$ cat config.mk
export PLATFORM = sky130hd
export DESIGN_NAME = apa102_out
export DESIGN_NICKNAME = d
export VERILOG_FILES = /design/src/rtl/apa102_out.sv
export SDC_FILE = /design/constraint.sdc
export NUM_CORES = 1
export LEC_CHECK = 0
export CAP_MARGIN = 10
export CORE_MARGIN = 2
export CORE_UTILIZATION = 40
export CTS_BUF_LIST = sky130_fd_sc_hd__clkbuf_4
export CTS_CLUSTER_SIZE = 24
export DETAILED_ROUTE_END_ITERATION = 16
export HOLD_SLACK_MARGIN = 0.15
export PLACE_DENSITY = 0.66
export SYNTH_ARGS = -nofsm -noshare
export SYNTH_HDL_FRONTEND = slang
export SYNTH_SLANG_ARGS = --single-unit
$ cat constraint.sdc
create_clock -name clk -period 5.4 [get_ports clk]
set_input_delay 0.54 -clock clk [delete_from_list [all_inputs] [get_ports clk]]
set_output_delay 0.54 -clock clk [all_outputs]
set_load 0.02 [all_outputs]
$ cat src/rtl/apa102_out.sv
// APA102 LED strip driver: serialises a start frame, LED_CNT pixel frames and an end frame
// onto sck/sda from a shadow copy of the pixel data captured at the start of each transfer.
module apa102_out #(
  parameter int         LED_CNT    = 7,
  parameter int         CLK_DIV    = 2,
  parameter logic [4:0] BRIGHTNESS = 5'h1F,
  parameter int         END_BITS   = 32
) (
  input  logic                   clk,
  input  logic                   rst_n,
  input  logic [24*LED_CNT-1:0]  data,
  input  logic                   start,
  output logic                   busy,
  output logic                   done,
  output logic                   sck,
  output logic                   sda
);

  localparam int SW = 24 * LED_CNT;
  localparam int DW = $clog2(CLK_DIV + 1);
  localparam int LW = $clog2(LED_CNT + 1);
  localparam int EW = $clog2(END_BITS + 1);

  typedef enum logic [1:0] {IDLE, START_FRAME, LED_FRAME, END_FRAME} state_t;

  state_t        state;
  logic [DW-1:0] div_cnt;
  logic          high;
  logic [4:0]    bit_cnt;
  logic [LW-1:0] led_idx;
  logic [EW-1:0] end_cnt;
  logic [SW-1:0] shadow;

  state_t        nstate;
  logic [4:0]    nbit;
  logic [LW-1:0] nled;
  logic [EW-1:0] nend;
  logic          nval;
  logic          last_bit;
  logic          pix_bit;
  logic          next_pix;

  // Position and value of the bit following the one currently on the wire.
  always_comb begin
    nstate   = state;
    nbit     = bit_cnt + 5'd1;
    nled     = led_idx;
    nend     = end_cnt;
    nval     = 1'b1;
    last_bit = 1'b0;
    pix_bit  = (state == LED_FRAME) && (bit_cnt >= 5'd8);
    // The shadow shifts as each pixel bit finishes, so a following pixel bit is one below the top.
    next_pix = pix_bit ? shadow[SW-2] : shadow[SW-1];
    case (state)
      START_FRAME: begin
        if (bit_cnt == 5'd31) nstate = LED_FRAME;
        else                  nval   = 1'b0;
      end
      LED_FRAME: begin
        if (bit_cnt == 5'd31) begin
          if (led_idx == LW'(LED_CNT - 1)) begin
            nstate = END_FRAME;
            nend   = '0;
          end else begin
            nled = led_idx + 1'b1;
          end
        end else if (nbit < 5'd3) begin
          nval = 1'b1;
        end else if (nbit < 5'd8) begin
          nval = BRIGHTNESS[3'(5'd7 - nbit)];
        end else begin
          nval = next_pix;
        end
      end
      END_FRAME: begin
        nbit = bit_cnt;
        nend = end_cnt + 1'b1;
        if (end_cnt == EW'(END_BITS - 1)) last_bit = 1'b1;
      end
      default: ;
    endcase
  end

  always_ff @(posedge clk or negedge rst_n) begin
    if (!rst_n) begin
      state   <= IDLE;
      div_cnt <= '0;
      high    <= 1'b0;
      bit_cnt <= '0;
      led_idx <= '0;
      end_cnt <= '0;
      shadow  <= '0;
      busy    <= 1'b0;
      done    <= 1'b0;
      sck     <= 1'b0;
      sda     <= 1'b0;
    end else begin
      done <= 1'b0;
      if (state == IDLE) begin
        if (start) begin
          state   <= START_FRAME;
          busy    <= 1'b1;
          shadow  <= data;
          sck     <= 1'b0;
          sda     <= 1'b0;
          div_cnt <= '0;
          high    <= 1'b0;
          bit_cnt <= '0;
          led_idx <= '0;
          end_cnt <= '0;
        end
      end else if (div_cnt != DW'(CLK_DIV - 1)) begin
        div_cnt <= div_cnt + 1'b1;
      end else begin
        div_cnt <= '0;
        if (!high) begin
          high <= 1'b1;
          sck  <= 1'b1;
        end else begin
          high <= 1'b0;
          sck  <= 1'b0;
          if (pix_bit) shadow <= shadow << 1;
          if (last_bit) begin
            state <= IDLE;
            busy  <= 1'b0;
            done  <= 1'b1;
            sda   <= 1'b0;
          end else begin
            state   <= nstate;
            bit_cnt <= nbit;
            led_idx <= nled;
            end_cnt <= nend;
            sda     <= nval;
          end
        end
      end
    end
  end

endmodule

### After elaboration in Yosys (flattened, before gate mapping)

Memory sizes are Yosys's and may differ from the RTL's.
Index checks and enable logic that the tools add are counted.

* logic and storage cells: 119
* memory bits (read-only): 8
* output and inout bits: 4
* register bits after elaboration: 190
* memories: 1

Memories
* (name not given): depth 8, width 1, read ports 1, clocked after Yosys merged registers in 0, write ports 0, line 70 `nval = BRIGHTNESS[3'(5'd7 - nbit)];`

* mux-type cells: 65
* order comparisons: 4
* add/sub/neg operators: 5
* reduce and logical (&&, ||, !) cells: 17
* eq/ne operators: 17

Operator list (number)
* $mux W168: 5
* $mux W6: 7
* $mux W5: 6
* $mux W1: 25
* $mux W3: 8
* $mux W2: 11
* $reduce_and A7 Y1: 3
* $pmux W6 S2: 1
* $reduce_bool A2 Y1: 5
* $ne A4 B2 Y1 const B: 2
* $reduce_and A4 Y1: 2
* $add A6 B1 Y6 const B: 1
* $eq A6 B5 Y1 const B: 1
* $ne A2 B1 Y1 const B: 3
* $ne A2 B2 Y1 const B: 3
* $ne A3 B1 Y1 const B: 2
* $add A5 B1 Y5 const B: 1
* $eq A5 B5 Y1 const B: 1
* $ge A5 B4 Y1 const B: 1
* $lt A5 B2 Y1 const B: 1
* $lt A5 B4 Y1 const B: 1
* $reduce_and A5 Y1: 1
* $eq A2 B2 Y1 const B: 2
* $lt A3 B4 Y1 const B: 1
* 14 further kinds: 14

### Longest topological paths before layout

Gate-level depths: netlist of run 1.

* depth in word-level cells: 12
* depth in mapped cells: 10
* depth with buffers taken out: 7

### Least setup slack after synthesis of run 1

Ideal clock, no wire load.

* path kind: register to register
* start: reg state[0]
* end: reg end_cnt[4]
* library setup time: 0.124 ns
* path buffers: 1
* path slack: 3.442 ns
* arrival: 1.834 ns
* cell stages (with the launch flop): 8
* path through: dfrtp_1 inv_1 ha_1 buf_6 and4bb_4 o221ai_4 or2_4 a211o_1

* word-level cells in the longest chain between the ends: 6

Ends and longest elaborated chain
* start, declared: line 26 `state_t state;`
* start signal, assigned: line 129 `state <= nstate;`
* $eq A2 B2 Y1: line 54 `case (state)`
* $pmux W6 S2: line 54
* $mux W6: line 123 `if (last_bit) begin`
* $mux W6: line 116 `if (!high) begin`
* $mux W6: line 112 `end else if (div_cnt != DW'(CLK_DIV - 1)) begin`
* $mux W6: line 99 `if (state == IDLE) begin`
* end signal, assigned: line 132 `end_cnt <= nend;`
* end, declared: line 31 `logic [EW-1:0] end_cnt;`

Parallel ways exist; a longest one is shown, timed or not. The select of a mux whose other input is x is not followed.
A chain may end at the register's enable or synchronous reset.

### Worst setup path in the final report of run 1

* start: reg state[0]
* end: reg shadow[65]

* word-level cells in the longest chain between the ends: 4

Ends and longest elaborated chain
* $eq A2 B2 Y1: line 51 `pix_bit = (state == LED_FRAME) && (bit_cnt >= 5'd8);`
* $logic_and A1 B1 Y1: line 51
* $reduce_bool A2 Y1 (no line)
* $reduce_and A4 Y1 (no line)
* end signal, assigned: line 103 `shadow <= data;`
* end signal, assigned: line 122 `if (pix_bit) shadow <= shadow << 1;`
* end, declared: line 32 `logic [SW-1:0] shadow;`

Parallel ways exist; a longest one is shown, timed or not.

==> results of run 1 <==
critical path: cells and delay by family, from the launching register on:
family          cells  cell delay [ps]
flops               1              480
simple gates        1              210
compound gates      2              270
fa+ha+maj           1              440
buf+inv             3             1340
Yosys cell counts (all sizes together), types with 2 or more instances:
cell,count
dfrtp,190
nand2,178
o21ai,176
mux2i,170
buf,41
clkbuf,17
ha,12
inv,12
nor2,9
and3,7
nand3,6
a21oi,5
mux2,4
nand2b,4
and2,3
o221ai,3
o31a,3
a31o,2
nor2b,2
nor3,2
or3,2
stage by stage:
stage	instances	cell area (um2)	setup WS [ps]	utilization (%)
floorplan	868	9079	3442	-
finish	1312	11220	2216	50.02
detailed placement	1276	10910	2175	48.65
global placement	1276	10910	2266	48.65
global route	1311	11220	1915	50.01
CTS	1309	11210	2168	49.98
worst max path at each step:
stage                         startpoint                       to  slack [ps]  depth (start not counted)
floorplan           state[0]$_DFFE_PN0P_   end_cnt[4]$_DFFE_PN0P_        3440                          7
global placement    state[0]$_DFFE_PN0P_  shadow[131]$_DFFE_PN0P_        2270                          6
detailed placement  state[0]$_DFFE_PN0P_     state[1]$_DFFE_PN0P_        2180                          7
CTS                 state[0]$_DFFE_PN0P_  shadow[139]$_DFFE_PN0P_        2170                          6
global route        state[0]$_DFFE_PN0P_   bit_cnt[2]$_DFFE_PN0P_        1910                          7
finish              state[0]$_DFFE_PN0P_   shadow[65]$_DFFE_PN0P_        2220                          7
layer usage:
metal,vias up,part of all wire [%]
met5,-,0
met4,0,1.3
met3,13,6.5
met2,130,45
met1,2939,48
li1,3296,-
layout make-up:
cell class / instances / area, um2 / area share (%)
diodes: 3 / 7.507 / 0.06690
flip-flops and latches: 190 / 4755 / 42.37
well taps: 285 / 356.6 / 3.178
multi-input cells: 608 / 3948 / 35.18
clock inverters: 14 / 153.9 / 1.372
clock buffers: 18 / 135.1 / 1.204
inverters: 12 / 45.04 / 0.4014
repair buffers: 182 / 1821 / 16.22
timing repair:
item                                   CTS  global route
buffers inserted                         0             0
resized for setup                        0             0
endpoints found under the hold margin   83             0
hold buffers                             1             0
where the power goes:
group,internal [mW],leakage [nW],total (mW),switching (mW)
clock,0.252,0.150,0.779,0.527
sequential,1.42,2.64,1.42,0
combinational,0.111,1.53,0.159,0.0481
kinds of logic (layout without fill, tap and decap cells):
family	after synthesis	after routing	synth area share [%]
flops	190	190	52.37
other cells	0	3	0
simple gates	219	219	10.05
xor+xnor	2	2	0.1930
compound gates	201	201	12.13
mux	174	174	19.24
buf+inv	70	226	4.369
fa+ha+maj	12	12	1.654
flip-flops by register name, indices dropped and copies added, names as in the netlist, 2 cells and up:
| register | cells |
|---|---|
| shadow | 168 |
| led_idx | 3 |
| end_cnt | 6 |
| bit_cnt | 5 |
| div_cnt | 2 |
| state | 2 |
==> impl_metrics.tcl, run 1 <==
set metrics [dict create \
    yosysTopAreaCellShare_pct 52.37 \
    layout_common_cells "dfrtp_1 (190), nand2_1 (178), clkdlybuf4s50_1 (173), mux2i_1 (170), o21ai_0 (138)" \
    nets 1194 \
    htree_levels 4 \
    place_congestion 0.7632 \
    grt_usage_pct 16.25 \
    final.period_utilization_pct 58.97 \
    routed_via_density 4.861 \
    grt_pass1_wl_mm 31.66 \
    syn_avg_cell_area_um2 10.46 \
    final_hold_viol_count 0 \
    cp.arrival_ps 3570 \
    ios 175 \
    hold_class "register to register" \
    clock_latency_ps 560 \
    clock_sinks 190 \
    drv_slew 0 \
    synth_flop_cell "dfrtp_1" \
    globalRoute.busiestLayer "met2" \
    end_kind "register" \
    wl_per_cell_um 14.38 \
    met3_usage_pct 4.903 \
    io_buffers 174 \
    cts_root_buf "clkbuf_4" \
    yosys.area.top_type "dfrtp_1" \
    required_ps 5790 \
    fill_cells 2084 \
    ant_nets 0 \
    antenna_found_initial 1 \
    synth-seq-area-share_pct 52.37 \
    cts_tree "done" \
    rsz0062_at_grt "false" \
    worstHoldStart "shadow[68]$_DFFE_PN0P_" \
    rows 55 \
    rr_worst_depth 7 \
    power_mw 2.361 \
    hold_depth 2 \
    place_hpwl_mm 12.66 \
    grt_max_degree 281 \
    synth_edf_count 0 \
    slowest_stage "buf_4" \
    leakage_nw 4.312 \
    hold_end "shadow[68]$_DFFE_PN0P_" \
    fin_crit_ps 3184 \
    grt_pass1_vias 6306 \
    drc 0 \
    die_y_um 154.7 \
    slowest_delay_ps 850 \
    num_vias 6378 \
    status "complete, no violations" \
    drtPass1Iterations 4 \
    max_freq_ghz 0.3140 \
    ys_types 45 \
    start_util_pct 40.47 \
    syn-num-nets 1051 \
    overflow 0 \
    r2r_end "shadow[65]$_DFFE_PN0P_" \
    hold_ws_ps 494.9 \
    slew_headroom_pct 27.40 \
    crit_fanout 280 \
    synth-seq-cells 190 \
    p_per_area_nw_per_um2 210.5 \
    met2_usage_pct 25.15 \
    netlist_top_cells_area "dfrtp_1 (52%), mux2i_1 (19%), o21ai_0 (7.6%), nand2_1 (7.4%), o21ai_1 (2.1%)" \
    drt_iter0_markers 302 \
    cp-start-kind "register" \
    met1_usage_pct 22.32 \
    critPathKind "register to register" \
    totalWireLength_mm 18.86 \
    skew_ps 35.66 \
    core-area_um2 22430 \
    cap_violations 0 \
    synth_warnings 0 \
    setup_viol 0 \
    path_clk_slew_ps 160 \
    async_flop_share_pct 100.0 \
    cts_max_path_buffers 2 \
    setup_tns_ps 0 \
    ir_drop_mv 0.1312 \
    worst_pin_slew_ps 1089 \
    syn_area_um2 9079 \
    synth_cells 868 \
    syn_to_final_growth_pct 23.59 \
    final_common_cell "dfrtp_1" \
    dieArea_um2 23920 \
    die_width_um 154.7 \
    path_cells "inv_1, ha_4, buf_4, o22ai_4, buf_12, nand2_1, o21ai_0" \
    cts_buffers 17 \
    rr_startpoint "state[0]$_DFFE_PN0P_" \
    r2r_setup_slack_ps 2220 \
    layout-drive-gt1-share_pct 4.980 \
]
Power figures use the tool's default switching activity.
==> inputs of run 2 (changes only) <==
Clock period 5.4 ns to 3 ns, I/O delays scaled along.
==> impl_metrics.tcl, run 2 (synthesized netlist as in run 1, its figures left out) <==
set metrics [dict create \
    status "complete, no violations" \
    layout_common_cells "dfrtp_1 (190), nand2_1 (178), clkdlybuf4s50_1 (173), mux2i_1 (170), o21ai_0 (138)" \
    num_vias 6355 \
    rsz0062_at_grt "false" \
    grt_usage_pct 16.45 \
    drv_slew 0 \
    fin_crit_ps 2458 \
    die_y_um 154.7 \
    path_clk_slew_ps 170 \
    core-area_um2 22430 \
    met1_usage_pct 22.66 \
    layout-drive-gt1-share_pct 5.350 \
    leakage_nw 4.376 \
    clockPowerShare_pct 34.1 \
    pwr-share-seq_pct 59.1 \
    ir_drop_mv 0.2423 \
    grt_max_degree 152 \
    final_common_cell "dfrtp_1" \
    overflow 0 \
    multi_input_area_um2 3948 \
    cts_buffers 17 \
    hold_class "input port to async pin" \
    critPathKind "register to register" \
    syn_to_final_growth_pct 24.89 \
    clock_sinks 190 \
    reg_top3 "shadow: 168 flops, end_cnt: 6 flops, bit_cnt: 5 flops" \
    end_kind "register" \
    p_per_area_nw_per_um2 382.4 \
    clock_latency_ps 560 \
    grt_pass1_wl_mm 31.67 \
    place_congestion 0.7576 \
    die_width_um 154.7 \
    drc 0 \
    antenna_found_initial 2 \
    place_hpwl_mm 13.00 \
    required_ps 3460 \
    cp-start-kind "register" \
    pre_cts_ws_ps 572.0 \
    drtPass1Iterations 4 \
    cts_root_buf "clkbuf_4" \
    largest-register "shadow" \
    routed_via_density 4.836 \
    nets 1198 \
    grt_pass1_vias 6278 \
    dieArea_um2 23920 \
    drt_iter0_markers 282 \
    cap_violations 0 \
    htree_levels 4 \
    largest_reg_flops 168 \
    final_hold_viol_count 0 \
    netSwitchingPower_mw 1.044 \
    setup_tns_ps 0 \
    worst_slack_ps 542.1 \
    crit_fanout 44 \
    ios 175 \
    wl_per_cell_um 14.40 \
    seq_area_um2 4755 \
    p_int_mw 3.292 \
    setup_viol 0 \
    globalRoute.busiestLayer "met2" \
    worst_pin_slew_ps 741.4 \
    p_sw_share_pct 24.07 \
    cts_tree "done" \
    p_comb_share_pct 6.8 \
    met2_usage_pct 25.28 \
    max_freq_ghz 0.4069 \
    rows 55 \
    cp.arrival_ps 2920 \
    fill_cells 2095 \
    final.period_utilization_pct 81.93 \
    ant_nets 0 \
    cts_max_path_buffers 2 \
    io_buffers 174 \
    start_util_pct 40.47 \
    met3_usage_pct 5.127 \
    cts.repair.resized 0 \
    skew_ps 21.92 \
    slew_headroom_pct 50.57 \
    totalWireLength_mm 18.92 \
]
==> run 2: path summary, 6_finish.rpt <==
path                                          from  slack, ps  cells after the start                      end
max                           state[0]$_DFFE_PN0P_        540                      6   end_cnt[4]$_DFFE_PN0P_
min                                          rst_n        340                      2  shadow[153]$_DFFE_PN0P_
max reg2reg                   state[0]$_DFFE_PN0P_        540                      6   end_cnt[4]$_DFFE_PN0P_
min reg2reg                shadow[164]$_DFFE_PN0P_        490                      2  shadow[164]$_DFFE_PN0P_
max in group asynchronous                    rst_n       1920                      3    shadow[4]$_DFFE_PN0P_
min in group clk                          data[37]        340                      3   shadow[37]$_DFFE_PN0P_
==> run 2: metal layers <==
layer	wire [um]	vias up
met5	13	-
met4	235	2
met3	1138	18
met2	8434	127
met1	9094	2905
li1	-	3303
==> run 2: repair_timing <==
| item | CTS | global route |
|---|---|---|
| hold endpoints to repair | 80 | 0 |
| setup endpoints to repair | 0 | 0 |
| buffers inserted | 0 | 0 |
| hold buffers | 1 | 0 |
==> run 2: cell type report <==
| type | instances | area share (%) |
|---|---|---|
| clock buffer | 17 | 1.126 |
| sequential | 190 | 41.93 |
| antenna | 1 | 0.02207 |
| inverter | 12 | 0.3973 |
| multi-input combinational | 608 | 34.82 |
| clock inverter | 15 | 1.578 |
| timing repair buffer | 186 | 16.98 |
| tap | 285 | 3.145 |
==> run 2: power by group through the flow <==
stage                     sequential [mW]  clock (mW)  combinational [mW]
final                                2.56        1.48               0.294
after CTS                            2.56        1.56               0.302
after floorplan                      2.61           0             0.00521
after detailed placement             2.61           0               0.300
after global placement               2.61           0               0.301
after global routing                 2.56        1.65               0.320
==> run 2: per-stage QoR <==
stage / hold WS, ps / std cells / instance area (um2) / util, % / power, mW
after floorplan: 4.409 / 868 / 9079 / - / 2.615
after global placement: 413.0 / 1280 / 11020 / 49.12 / 2.910
after detailed placement: 412.0 / 1280 / 11020 / 49.12 / 2.909
after CTS: 270.7 / 1313 / 11340 / 50.53 / 4.421
after global routing: 278.1 / 1314 / 11340 / 50.54 / 4.533
final: 338.6 / 1314 / 11340 / 50.54 / 4.335
==> run 2: critical path, cell delays in order (launching register included) <==
cell,delay [ps]
dfrtp_1,480
inv_1,170
ha_4,400
buf_4,640
nor2b_1,140
and3_1,220
a211o_1,260
